===== src/rtl/keypad_pkg.sv =====
// Shared types, constants and decode helpers for the keypad scanner.
// The optional auto-repeat feature is enabled by defining KEYPAD_REPEAT_EN.
package keypad_pkg;

    typedef enum logic [1:0] {
        SCAN     = 2'd0,
        DEBOUNCE = 2'd1,
        PRESSED  = 2'd2
    } keypad_state_t;

    // Row drive after reset: row 0 pulled low first.
    localparam logic [3:0] ROW_INIT = 4'b1110;

    // One column sample reduced to a key code; 'none' covers zero or several low columns.
    typedef struct packed {
        logic       none;
        logic [3:0] code;
    } key_sample_t;

    localparam key_sample_t KEY_NONE = '{none: 1'b1, code: 4'd0};

    typedef struct packed {
        logic       valid;
        logic [1:0] idx;
    } line_idx_t;

    // One-hot-low line vector to bit index; valid only when exactly one line is low.
    function automatic line_idx_t col_to_idx(input logic [3:0] lines);
        line_idx_t res;
        res.valid = 1'b1;
        res.idx   = 2'd0;
        case (lines)
            4'b1110: res.idx = 2'd0;
            4'b1101: res.idx = 2'd1;
            4'b1011: res.idx = 2'd2;
            4'b0111: res.idx = 2'd3;
            default: res.valid = 1'b0;
        endcase
        return res;
    endfunction

    // Keypad legend: row 0 / col 0 is key 15, row 3 / col 3 is key 0.
    function automatic logic [3:0] rc_to_code(input logic [1:0] r, input logic [1:0] c);
        return 4'd15 - {r, 2'b00} - {2'b00, c};
    endfunction

endpackage


===== src/rtl/keypad_tick_gen.sv =====
// Row dwell counter: produces a one-cycle sample strobe every SCAN_DIV clocks.
module keypad_tick_gen #(
    parameter int SCAN_DIV = 250000
) (
    input  logic clk,
    input  logic rst,
    output logic strobe
);

    localparam int CW = (SCAN_DIV > 1) ? $clog2(SCAN_DIV) : 1;
    localparam logic [CW-1:0] LAST = CW'(SCAN_DIV - 1);

    logic [CW-1:0] cnt;

    assign strobe = (cnt == LAST);

    // Count up to the end of the dwell, then wrap to zero.
    always_ff @(posedge clk or negedge rst) begin
        if (!rst) begin
            cnt <= '0;
        end else if (strobe) begin
            cnt <= '0;
        end else begin
            cnt <= cnt + 1'b1;
        end
    end

endmodule


===== src/rtl/keypad_scan_debounce.sv =====
// 4x4 keypad row scanner with press/release debouncing.
// key_valid is a one-cycle event with no back-pressure: the consumer must take
// key_code in the cycle key_valid is high; key_code stays stable until the next
// accepted press. Define KEYPAD_REPEAT_EN to re-emit key_valid while a key is held.
module keypad_scan_debounce
    import keypad_pkg::*;
#(
    parameter int SCAN_DIV         = 250000,
    parameter int DEBOUNCE_SAMPLES = 3,
    parameter int REPEAT_SAMPLES   = 50
) (
    input  logic          clk,
    input  logic          rst,
    input  logic          enable,
    input  logic [3:0]    keypad_col,
    output logic [3:0]    keypad_row,
    output logic [3:0]    key_code,
    output logic          key_valid,
    output logic          key_held,
    output keypad_state_t state_dbg
);

    localparam int DW = $clog2(DEBOUNCE_SAMPLES + 1);
    localparam logic [DW-1:0] DMAX = DW'(DEBOUNCE_SAMPLES);

    keypad_state_t state, state_n;
    logic [3:0]    col_meta, col_sync;
    logic [3:0]    row_n, cand, cand_n, code_n;
    logic [DW-1:0] match_cnt, match_n, match_inc;
    logic [DW-1:0] rel_cnt, rel_n, rel_inc;
    logic          held_n, emit, strobe;
    line_idx_t     col_idx, row_idx;
    key_sample_t   sample;

`ifdef KEYPAD_REPEAT_EN
    localparam int RW = $clog2(REPEAT_SAMPLES + 1);
    localparam logic [RW-1:0] RMAX = RW'(REPEAT_SAMPLES);
    logic [RW-1:0] rep_cnt, rep_n;
`endif

    keypad_tick_gen #(.SCAN_DIV(SCAN_DIV)) u_tick (
        .clk    (clk),
        .rst    (rst),
        .strobe (strobe)
    );

    assign state_dbg = state;

    // Two-flop synchronizer; idle lines read high (no key).
    always_ff @(posedge clk or negedge rst) begin
        if (!rst) begin
            col_meta <= 4'hF;
            col_sync <= 4'hF;
        end else begin
            col_meta <= keypad_col;
            col_sync <= col_meta;
        end
    end

    // Reduce the current row/column pair to a key sample.
    always_comb begin
        col_idx = col_to_idx(col_sync);
        row_idx = col_to_idx(keypad_row);
        sample  = KEY_NONE;
        if (col_idx.valid) begin
            sample = '{none: 1'b0, code: rc_to_code(row_idx.idx, col_idx.idx)};
        end
    end

    // Saturating increments keep the counters from wrapping.
    assign match_inc = (match_cnt == DMAX) ? DMAX : match_cnt + 1'b1;
    assign rel_inc   = (rel_cnt == DMAX) ? DMAX : rel_cnt + 1'b1;

    // Next-state logic: scan, confirm a press, then confirm its release.
    always_comb begin
        state_n = state;
        row_n   = keypad_row;
        cand_n  = cand;
        code_n  = key_code;
        match_n = match_cnt;
        rel_n   = rel_cnt;
        held_n  = key_held;
        emit    = 1'b0;
`ifdef KEYPAD_REPEAT_EN
        rep_n   = rep_cnt;
`endif
        case (state)
            SCAN: begin
                if (strobe) begin
                    if (!sample.none) begin
                        cand_n  = sample.code;
                        match_n = DW'(1);
                        if (DEBOUNCE_SAMPLES <= 1) begin
                            state_n = PRESSED;
                            code_n  = sample.code;
                            held_n  = 1'b1;
                            emit    = 1'b1;
                            match_n = '0;
                            rel_n   = '0;
`ifdef KEYPAD_REPEAT_EN
                            rep_n   = '0;
`endif
                        end else begin
                            state_n = DEBOUNCE;
                        end
                    end else begin
                        row_n = {keypad_row[2:0], keypad_row[3]};
                    end
                end
            end
            DEBOUNCE: begin
                if (strobe) begin
                    if (!sample.none && sample.code == cand) begin
                        match_n = match_inc;
                        if (match_inc == DMAX) begin
                            state_n = PRESSED;
                            code_n  = cand;
                            held_n  = 1'b1;
                            emit    = 1'b1;
                            match_n = '0;
                            rel_n   = '0;
`ifdef KEYPAD_REPEAT_EN
                            rep_n   = '0;
`endif
                        end
                    end else begin
                        state_n = SCAN;
                        match_n = '0;
                        row_n   = {keypad_row[2:0], keypad_row[3]};
                    end
                end
            end
            PRESSED: begin
                if (strobe) begin
                    if (sample.none) begin
                        rel_n = rel_inc;
`ifdef KEYPAD_REPEAT_EN
                        rep_n = '0;
`endif
                        if (rel_inc == DMAX) begin
                            state_n = SCAN;
                            held_n  = 1'b0;
                            rel_n   = '0;
                            row_n   = {keypad_row[2:0], keypad_row[3]};
                        end
                    end else begin
                        rel_n = '0;
`ifdef KEYPAD_REPEAT_EN
                        if (rep_cnt + 1'b1 == RMAX) begin
                            rep_n = '0;
                            emit  = 1'b1;
                        end else begin
                            rep_n = rep_cnt + 1'b1;
                        end
`endif
                    end
                end
            end
            default: begin
                state_n = SCAN;
                row_n   = ROW_INIT;
            end
        endcase
    end

    // State and datapath registers; key_valid lags the confirming strobe by one cycle.
    always_ff @(posedge clk or negedge rst) begin
        if (!rst) begin
            state      <= SCAN;
            keypad_row <= ROW_INIT;
            cand       <= 4'd0;
            key_code   <= 4'd0;
            match_cnt  <= '0;
            rel_cnt    <= '0;
            key_held   <= 1'b0;
            key_valid  <= 1'b0;
`ifdef KEYPAD_REPEAT_EN
            rep_cnt    <= '0;
`endif
        end else begin
            state      <= state_n;
            keypad_row <= row_n;
            cand       <= cand_n;
            key_code   <= code_n;
            match_cnt  <= match_n;
            rel_cnt    <= rel_n;
            key_held   <= held_n;
            key_valid  <= emit & enable;
`ifdef KEYPAD_REPEAT_EN
            rep_cnt    <= rep_n;
`endif
        end
    end

endmodule


===== config.mk =====
export PLATFORM = sky130hd
export DESIGN_NAME = keypad_scan_debounce
export DESIGN_NICKNAME = d
export VERILOG_FILES = /design/src/rtl/keypad_pkg.sv /design/src/rtl/keypad_tick_gen.sv /design/src/rtl/keypad_scan_debounce.sv
export SDC_FILE = /design/constraint.sdc
export NUM_CORES = 1
export LEC_CHECK = 0
export BUFFER_PORTS_ARGS = -buffer_cell sky130_fd_sc_hd__buf_2
export CAP_MARGIN = 20
export CORE_ASPECT_RATIO = 1.2
export CORE_MARGIN = 1
export CORE_UTILIZATION = 59
export DETAILED_ROUTE_END_ITERATION = 10
export GPL_ROUTABILITY_DRIVEN = 0
export PLACE_DENSITY = 0.89
export SYNTH_ARGS = -nofsm -noshare
export SYNTH_HDL_FRONTEND = slang
export SYNTH_SLANG_ARGS = --single-unit

===== constraint.sdc =====
create_clock -name clk -period 2.63 [get_ports clk]
set_input_delay 0.263 -clock clk [delete_from_list [all_inputs] [get_ports clk]]
set_output_delay 0.263 -clock clk [all_outputs]
set_load 0.05 [all_outputs]

# Word-level counts from Yosys, hierarchy flattened

Index checks and enable logic that the tools add are counted.

Add/sub/neg operators: 5
$mul: 0
Divide/modulo/power cells: 0
Order comparisons: 0
Eq/ne operators: 26
Shifts and indexed selects: 0
Mux-type cells: 46
Bitwise gates (word level): 2
Reductions and logical operators: 13

Operators by type and width:

| operator                                       | number |
|---|---|
| 2-to-1 mux 2 bit                               | 19 |
| 2-to-1 mux 4 bit                               | 7 |
| AND reduction 7 bit                            | 3 |
| == test 4 bit (second input constant)          | 5 |
| inequality test 2 bit (second input constant)  | 10 |
| adder 18 x 1 -> 18 bit (second input constant) | 1 |
| == test 18 bit (second input constant)         | 1 |
| 2-to-1 mux 18 bit                              | 1 |
| one-hot mux 2 bit (3 select lines)             | 3 |
| one-hot mux 4 bit (3 select lines)             | 1 |
| 2-to-1 mux 1 bit                               | 11 |
| == test 2 bit (second input constant)          | 5 |
| == test 4 x 3 -> 1 bit (second input constant) | 2 |
| one-hot mux 2 bit (2 select lines)             | 2 |
| AND reduction 4 bit                            | 2 |
| 2-to-1 mux 5 bit                               | 1 |
| AND reduction 5 bit                            | 1 |
| adder 2 x 1 -> 2 bit (second input constant)   | 2 |
| == test 4 bit                                  | 1 |
| nonzero test 2 bit                             | 2 |
| OR reduction 4 bit                             | 1 |
| subtractor 4 x 2 -> 4 bit                      | 1 |
| subtractor 4 bit (first input constant)        | 1 |
| inequality test 3 bit (second input constant)  | 1 |
| other kinds (8)                                | 8 |

Flip-flop bits (word level): 46
Latch bits: 0
Memory bits (writable): 0
Bits in read-only memories: 0
Output and inout bits: 12
Logic and storage cells: 103
Memories kept: 0

# Longest topological paths before layout

Gate-level depths: netlist of run 1.

Depth after elaboration: 11
Gate-level depth with buffers: 7
Gate-level depth less buffers: 6

# Hierarchy

Synthesis of run 1 repeated with hierarchy kept, for this count alone.

Cell total of the unflattened synthesis: 206
Area total of the unflattened synthesis: 2,339.7 µm²

Modules (own cells, without submodules):

| module               | times used | cells each | area an instance (µm²) | sequential area each (µm²) |
|---|---|---|---|---|
| keypad_scan_debounce | 1          | 126        | 1,450.1                | 714.4 |
| keypad_tick_gen      | 1          | 80         | 889.6                  | 450.4 |

# Worst setup path after synthesis of run 1

Ideal clock, no wire load.

Kind: reg-to-reg
Start: reg keypad_row[2]
End: reg match_cnt[0]
Setup time: 0.082 ns
Arrival time: 2.344 ns
Required time: 2.548 ns
Path slack: 0.204 ns
Cell stages (with the launch flop): 7
Buffers on the path: 1
Period minus slack after synthesis: 2.426 ns
Cells stage by stage: dfstp_2 buf_2 or3b_1 a211o_1 and3_1 or4_1 a31oi_1

Longest elaborated chain between the ends: 10
Elaborated cells between the ends (all ways): 12
Those cells by class: 2 x add/sub; 4 x eq/ne; 5 x mux; 1 x reduce/logical

Ends and longest elaborated chain:

| what                                                           | line                        | source |
|---|---|---|
| start: declaration                                             | keypad_scan_debounce.sv:16  | `output logic [3:0] keypad_row,` |
| start signal: assignment                                       | keypad_scan_debounce.sv:182 | `keypad_row <= row_n;` |
| == test 4 x 3 -> 1 bit / == test 4 bit (equally long branches) | keypad_pkg.sv:32            | `case (lines)` |
| one-hot mux 2 bit (3 select lines) (*)                         | keypad_pkg.sv:32            |  |
| subtractor 4 bit (*)                                           | keypad_pkg.sv:44            | `return 4'd15 - {r, 2'b00} - {2'b00, c};` |
| subtractor 4 x 2 -> 4 bit (*)                                  | keypad_pkg.sv:44            |  |
| 2-to-1 mux 5 bit (*)                                           | keypad_scan_debounce.sv:65  | `if (col_idx.valid) begin` |
| == test 4 bit (*)                                              | keypad_scan_debounce.sv:113 | `if (!sample.none && sample.code == cand) begin` |
| logical AND 1 bit (*)                                          | keypad_scan_debounce.sv:113 |  |
| 2-to-1 mux 2 bit (*)                                           | keypad_scan_debounce.sv:113 |  |
| 2-to-1 mux 2 bit (*)                                           | keypad_scan_debounce.sv:112 | `if (strobe) begin` |
| one-hot mux 2 bit (2 select lines) (*)                         | keypad_scan_debounce.sv:87  | `case (state)` |
| end signal: assignment                                         | keypad_scan_debounce.sv:185 | `match_cnt <= match_n;` |
| end: declaration                                               | keypad_scan_debounce.sv:29  | `logic [DW-1:0] match_cnt, match_n, match_inc;` |

Every way passes the cells marked *; elsewhere a longest branch is shown, timed or not. The select of a mux whose other input is x is not followed.
A chain may end at the register's enable or synchronous reset.

# Final worst setup path of run 1

Start: reg u_tick.cnt[6]
End: reg match_cnt[1]

Longest elaborated chain between the ends: 3
Elaborated cells between the ends (all ways): 4
Those cells by class: 3 x eq/ne; 1 x reduce/logical

Ends and longest elaborated chain:

| what                                     | line                  | source |
|---|---|---|
| start: declaration                       | keypad_tick_gen.sv:13 | `logic [CW-1:0] cnt;` |
| start signal: assignment                 | keypad_tick_gen.sv:24 | `cnt <= cnt + 1'b1;` |
| == test 18 bit (*)                       | keypad_tick_gen.sv:15 | `assign strobe = (cnt == LAST);` |
| inequality test 2 bit (no source line)   | -                     |  |
| AND reduction 4 bit (no source line) (*) | -                     |  |

Every way passes the cells marked *; elsewhere a longest branch is shown, timed or not.

==> results.yml, run 1 <==
drt:
  wl_per_cell_um: 15.2
  avgViaCountPerCell: 5.82
  antenna_left: 0
  num_vias: 1652
  routed_wl_um: 4310
  drt_iter0_drc: 66
  dr.pass1.iters: 4
  drc: 0
placement:
  preCtsSetupSlack_ns: 0.235
  placed_cell_area_um2: 2430
  place_hpwl_um: 3000
  dp_cells: 274
  io_buffers: 18
timing:
  slew_viol_final: 0
  whs_ns: 0.0602
  setup_viol: 0
  finalHoldViolCount: 0
  fin_skew_ns: 0.00646
  worst_pin_slew_ns: 0.524
  rsz0062_at_grt: "no"
  min_period_ns: 2.39
  slew_headroom: 0.646
  fin_ws_ns: 0.241
  tns_ns: 0
  maxClockFrequency_mhz: 419
  finalCritPeriodShare: 0.908
floorplanning:
  die_y_um: 70.2
  fp-row-count: 24
  num_io_pins: 19
  dieArea_um2: 4130
  die_w_um: 58.8
  start_util: 0.624
  core_area_um2: 3660
final_layout:
  finalNonFillerCells: 284
  mostFrequentLayoutCells: "dfrtp_1 (35), buf_2 (18), nand2_1 (14), nand3_1 (14), nor2_1 (13)"
  area_delta_synth_final_pct: 11.9
  antenna_cells: 0
  n_fill_cell: 271
  layout-drive-gt1-share: 0.241
  final_common_cell: "dfrtp_1"
  finalNetCount: 239
  final_area_um2: 2560
  postLayoutCoreUtil: 0.698
logic_synthesis:
  synth-main-ff-cell: "dfrtp_1"
  synth_area_um2: 2280
  seq_area_frac_synth: 0.510
  avgSynthCellArea_um2: 10.9
  ys_ff_latch: 46
  synth_cell_types: 53
  syn-num-nets: 217
  synth_edf_count: 0
  synth_top_area_share: 0.383
  syn_inst: 209
  ys_async_sr_fraction: 1.00
  yosys_warnings: 0
  synth_top_cell_by_area: "dfrtp_1"
  ys_top_cells_by_area: "dfrtp_1 (38%), dfstp_2 (13%), xor2_1 (3.8%)"
global_route:
  grt_pass1_vias: 1685
  grt_max_degree: 47
  grt_use_total: 0.241
  grt_overflow_total: 0
  grt_pass1_wl_um: 7560
  antenna_found_initial: 0
cts:
  clk_pin_slew_worst_paths_ns: 0.08
  numCtsBuffers: 5
  clockBufferDepth: 2
  clockRootBuffer: "clkbuf_8"
  h-tree-depth: 2
  cts_setup_buffers: 0
  cts_sinks: 46
  clock_latency_ns: 0.30
  cts_tree: "built"
min_path:
  min_path_type: "primary input to flop"
critical_path:
  critPathLaunchType: "flop"
  critPathArrivalTime_ns: 2.58
  cp_max_fo: 5
  crit_required_ns: 2.82
  path_class: "flop to flop"
  end_kind: "flop"
power:
  p_leak_nw: 1.16
  p_per_area_nw_per_um2: 470
  peakVddDrop_mv: 0.407
  p_total_mw: 1.20
run_status:
  outcome: "finished, final reports clean"
flow_run:
  maxCapViolations: 0
==> state kept, by name (all words and copies together) (netlist names), 2 cells and up <==
signal      count
state_dbg       2
rel_cnt         2
col_meta        4
keypad_row      4
key_code        4
u_tick.cnt     18
col_sync        4
cand            4
match_cnt       2
==> cell families (layout without fill, tap and decap cells) <==
group	Yosys count	count (layout)	share of synthesized area
compound gates	30	30	0.101
simple gates	87	87	0.228
flops	46	46	0.510
buf+inv	16	39	0.0296
mux	11	11	0.0575
xor+xnor	18	18	0.0690
fa+ha+maj	1	1	0.00548
==> cell type report <==
class                           instances  area (µm²)  share of cell area
Clock buffer                            8        90.1              0.0352
Inverter                                7        26.3              0.0103
Timing Repair Buffer                   24         158              0.0617
Multi-Input combinational cell        147        1050               0.412
Tap cell                               52        65.1              0.0255
Sequential cell                        46        1160               0.456
==> power by group <==
part	total, mW	internal (mW)	switching [mW]
Clock	0.433	0.214	0.219
Combinational	0.0416	0.0175	0.0242
Sequential	0.727	0.719	0.00797
Total	1.20	0.950	0.251
==> what timing repair did <==
| item | in CTS | in global routing |
|---|---|---|
| hold buffers | 0 | 1 |
| resized for setup | 0 | 0 |
| hold endpoints to repair | 0 | 16 |
==> final timing paths <==
path | start | end | slack [ns] | cells past startpoint
setup reg to reg | u_tick.cnt[6] | match_cnt[1] | 0.24 | 5
setup / recovery | u_tick.cnt[6] | match_cnt[1] | 0.24 | 5
hold / removal | keypad_col[0] | col_meta[0] | 0.06 | 1
max in group asynchronous | rst | col_sync[1] | 1.60 | 3
hold reg to reg | col_meta[3] | col_sync[3] | 0.36 | 0
min in group asynchronous | rst | cand[2] | 0.45 | 2
==> Yosys cell counts (4+ instances only) <==
cell type and n:
nand4_1 4, o21ai_0 4, inv_1 7, buf_2 6
nand3_1 14, nor2_1 13, dfrtp_1 35, mux2_2 5
xor2_1 10, a21oi_1 4, nand2_1 14, xnor2_1 8
dfstp_2 11, and3_1 8
==> metal layers <==
layer,track usage,vias to the layer above,share of wire
li1,-,808,-
met1,0.294,807,0.44
met2,0.402,28,0.51
met3,0.0648,9,0.026
met4,0.0899,0,0.021
met5,0,-,0
==> critical path, stage by stage, from the launching register on <==
cell and delay (ns):
dfrtp_1 0.43, or3b_2 0.50, or3_1 0.42, nor4_2 0.35
a21boi_0 0.25, mux2_2 0.35
Note: power is estimated with default switching activity, not from simulation.
==> run 2: changes to the inputs <==
- RECOVER_POWER: not set -> 100
==> results.yml, run 2 (synthesized netlist as in run 1, its figures left out) <==
drt:
  avgViaCountPerCell: 5.83
  drt_iter0_drc: 52
  num_vias: 1657
  routed_wl_um: 4320
  dr.pass1.iters: 4
  drc: 0
  antenna_left: 0
  wl_per_cell_um: 15.2
global_route:
  grt_pass1_wl_um: 7560
  grt_overflow_total: 0
  grt_pass1_vias: 1685
  grt_max_degree: 47
  grt_use_total: 0.241
  met3_usage: 0.0648
  grtUsageMet2: 0.402
  grt_use_met1: 0.294
  antenna_found_initial: 0
  gr-max-usage-layer: "met2"
floorplanning:
  die_w_um: 58.8
  start_util: 0.624
  num_io_pins: 19
  dieArea_um2: 4130
  die_y_um: 70.2
  core_area_um2: 3660
  fp-row-count: 24
timing:
  whs_ns: 0.0648
  slew_viol_final: 0
  slew_headroom: 0.297
  min_period_ns: 2.45
  worst_pin_slew_ns: 1.05
  fin_ws_ns: 0.179
  maxClockFrequency_mhz: 408
  setup_viol: 0
  tns_ns: 0
  rsz0062_at_grt: "no"
  finalCritPeriodShare: 0.932
  finalHoldViolCount: 0
  fin_skew_ns: 0.00644
min_path:
  min_path_type: "primary input to flop"
  worstHoldPathCells: 1
  worstHoldStart: "keypad_col[0]"
power:
  peakVddDrop_mv: 0.406
  sequentialPowerShare: 0.609
  intPower_uw: 946
  p_per_area_nw_per_um2: 476
  clockPowerShare: 0.360
  p_leak_nw: 1.09
  combPwrFrac: 0.031
  switching_power_uw: 247
  p_total_mw: 1.19
  switching_share: 0.207
cts:
  numCtsBuffers: 5
  post_cts_resized: 0
  clk_pin_slew_worst_paths_ns: 0.08
  clockRootBuffer: "clkbuf_8"
  clock_latency_ns: 0.29
  cts_tree: "built"
  cts_setup_buffers: 0
  clockBufferDepth: 2
  cts_sinks: 46
  h-tree-depth: 2
flow_run:
  maxCapViolations: 0
placement:
  dp_cells: 274
  io_buffers: 18
  placed_cell_area_um2: 2430
  place_hpwl_um: 3000
  preCtsSetupSlack_ns: 0.235
critical_path:
  end_kind: "flop"
  crit_path_start: "keypad_row[2]"
  r2r_start: "keypad_row[2]"
  critPathArrivalTime_ns: 2.63
  critPathLaunchType: "flop"
  cp_max_fo: 11
  crit_required_ns: 2.81
  ff2ff_path_depth: 5
  path_class: "flop to flop"
run_status:
  outcome: "finished, final reports clean"
final_layout:
  largest_register_ffs: 18
  layout-drive-gt1-share: 0.168
  final_common_cell: "dfrtp_1"
  antenna_cells: 0
  final_area_um2: 2500
  postLayoutCoreUtil: 0.684
  n_fill_cell: 287
  regMostFlops: "u_tick.cnt"
  mostFrequentLayoutCells: "dfrtp_1 (35), clkbuf_1 (16), nand2_1 (14), nand3_1 (14), nor2_1 (13)"
  finalNonFillerCells: 284
  area_delta_synth_final_pct: 9.64
  finalNetCount: 239
run 2: metal layers:
metal  share of wire  vias up
li1                -      806
met1            0.43      805
met5               0        -
met2            0.52       40
met4           0.013        0
met3           0.035        6
run 2: path summary, 6_finish.rpt:
check	end	slack [ns]
worst max-delay path	key_code[1]	0.18
worst min-delay path	col_meta[0]	0.06
worst max register to register	key_code[1]	0.18
worst min register to register	col_sync[3]	0.36
max in group asynchronous	u_tick.cnt[5]	0.77
min in group asynchronous	cand[2]	0.67
run 2: timing repair:
| action | in CTS | in global routing |
|---|---|---|
| endpoints found under the setup margin | 0 | 0 |
| hold endpoints to repair | 0 | 16 |
| hold buffers | 0 | 1 |
run 2: power groups by stage:
stage	logic [mW]	clock network (mW)	registers (mW)
final	0.0369	0.430	0.727
after global routing	0.0429	0.479	0.728
after CTS	0.0361	0.444	0.727
after detailed placement	0.0356	0	0.740
after global placement	0.0345	0	0.739
after floorplan	0.0199	0	0.733
run 2: cell type report:
type / instances / area [µm²] / area share
timing repair buffer: 24 / 115 / 0.0460
multi-input combinational: 147 / 1040 / 0.417
inverter: 7 / 26.3 / 0.0105
sequential: 46 / 1160 / 0.465
clock buffer: 8 / 90.1 / 0.0360
tap: 52 / 65.1 / 0.0260
run 2: critical path: stages (launching register included):
cell,delay (ns)
dfstp_1,0.71
or3b_1,0.38
a211o_1,0.33
a32oi_1,0.30
nand4_2,0.28
mux2_2,0.35
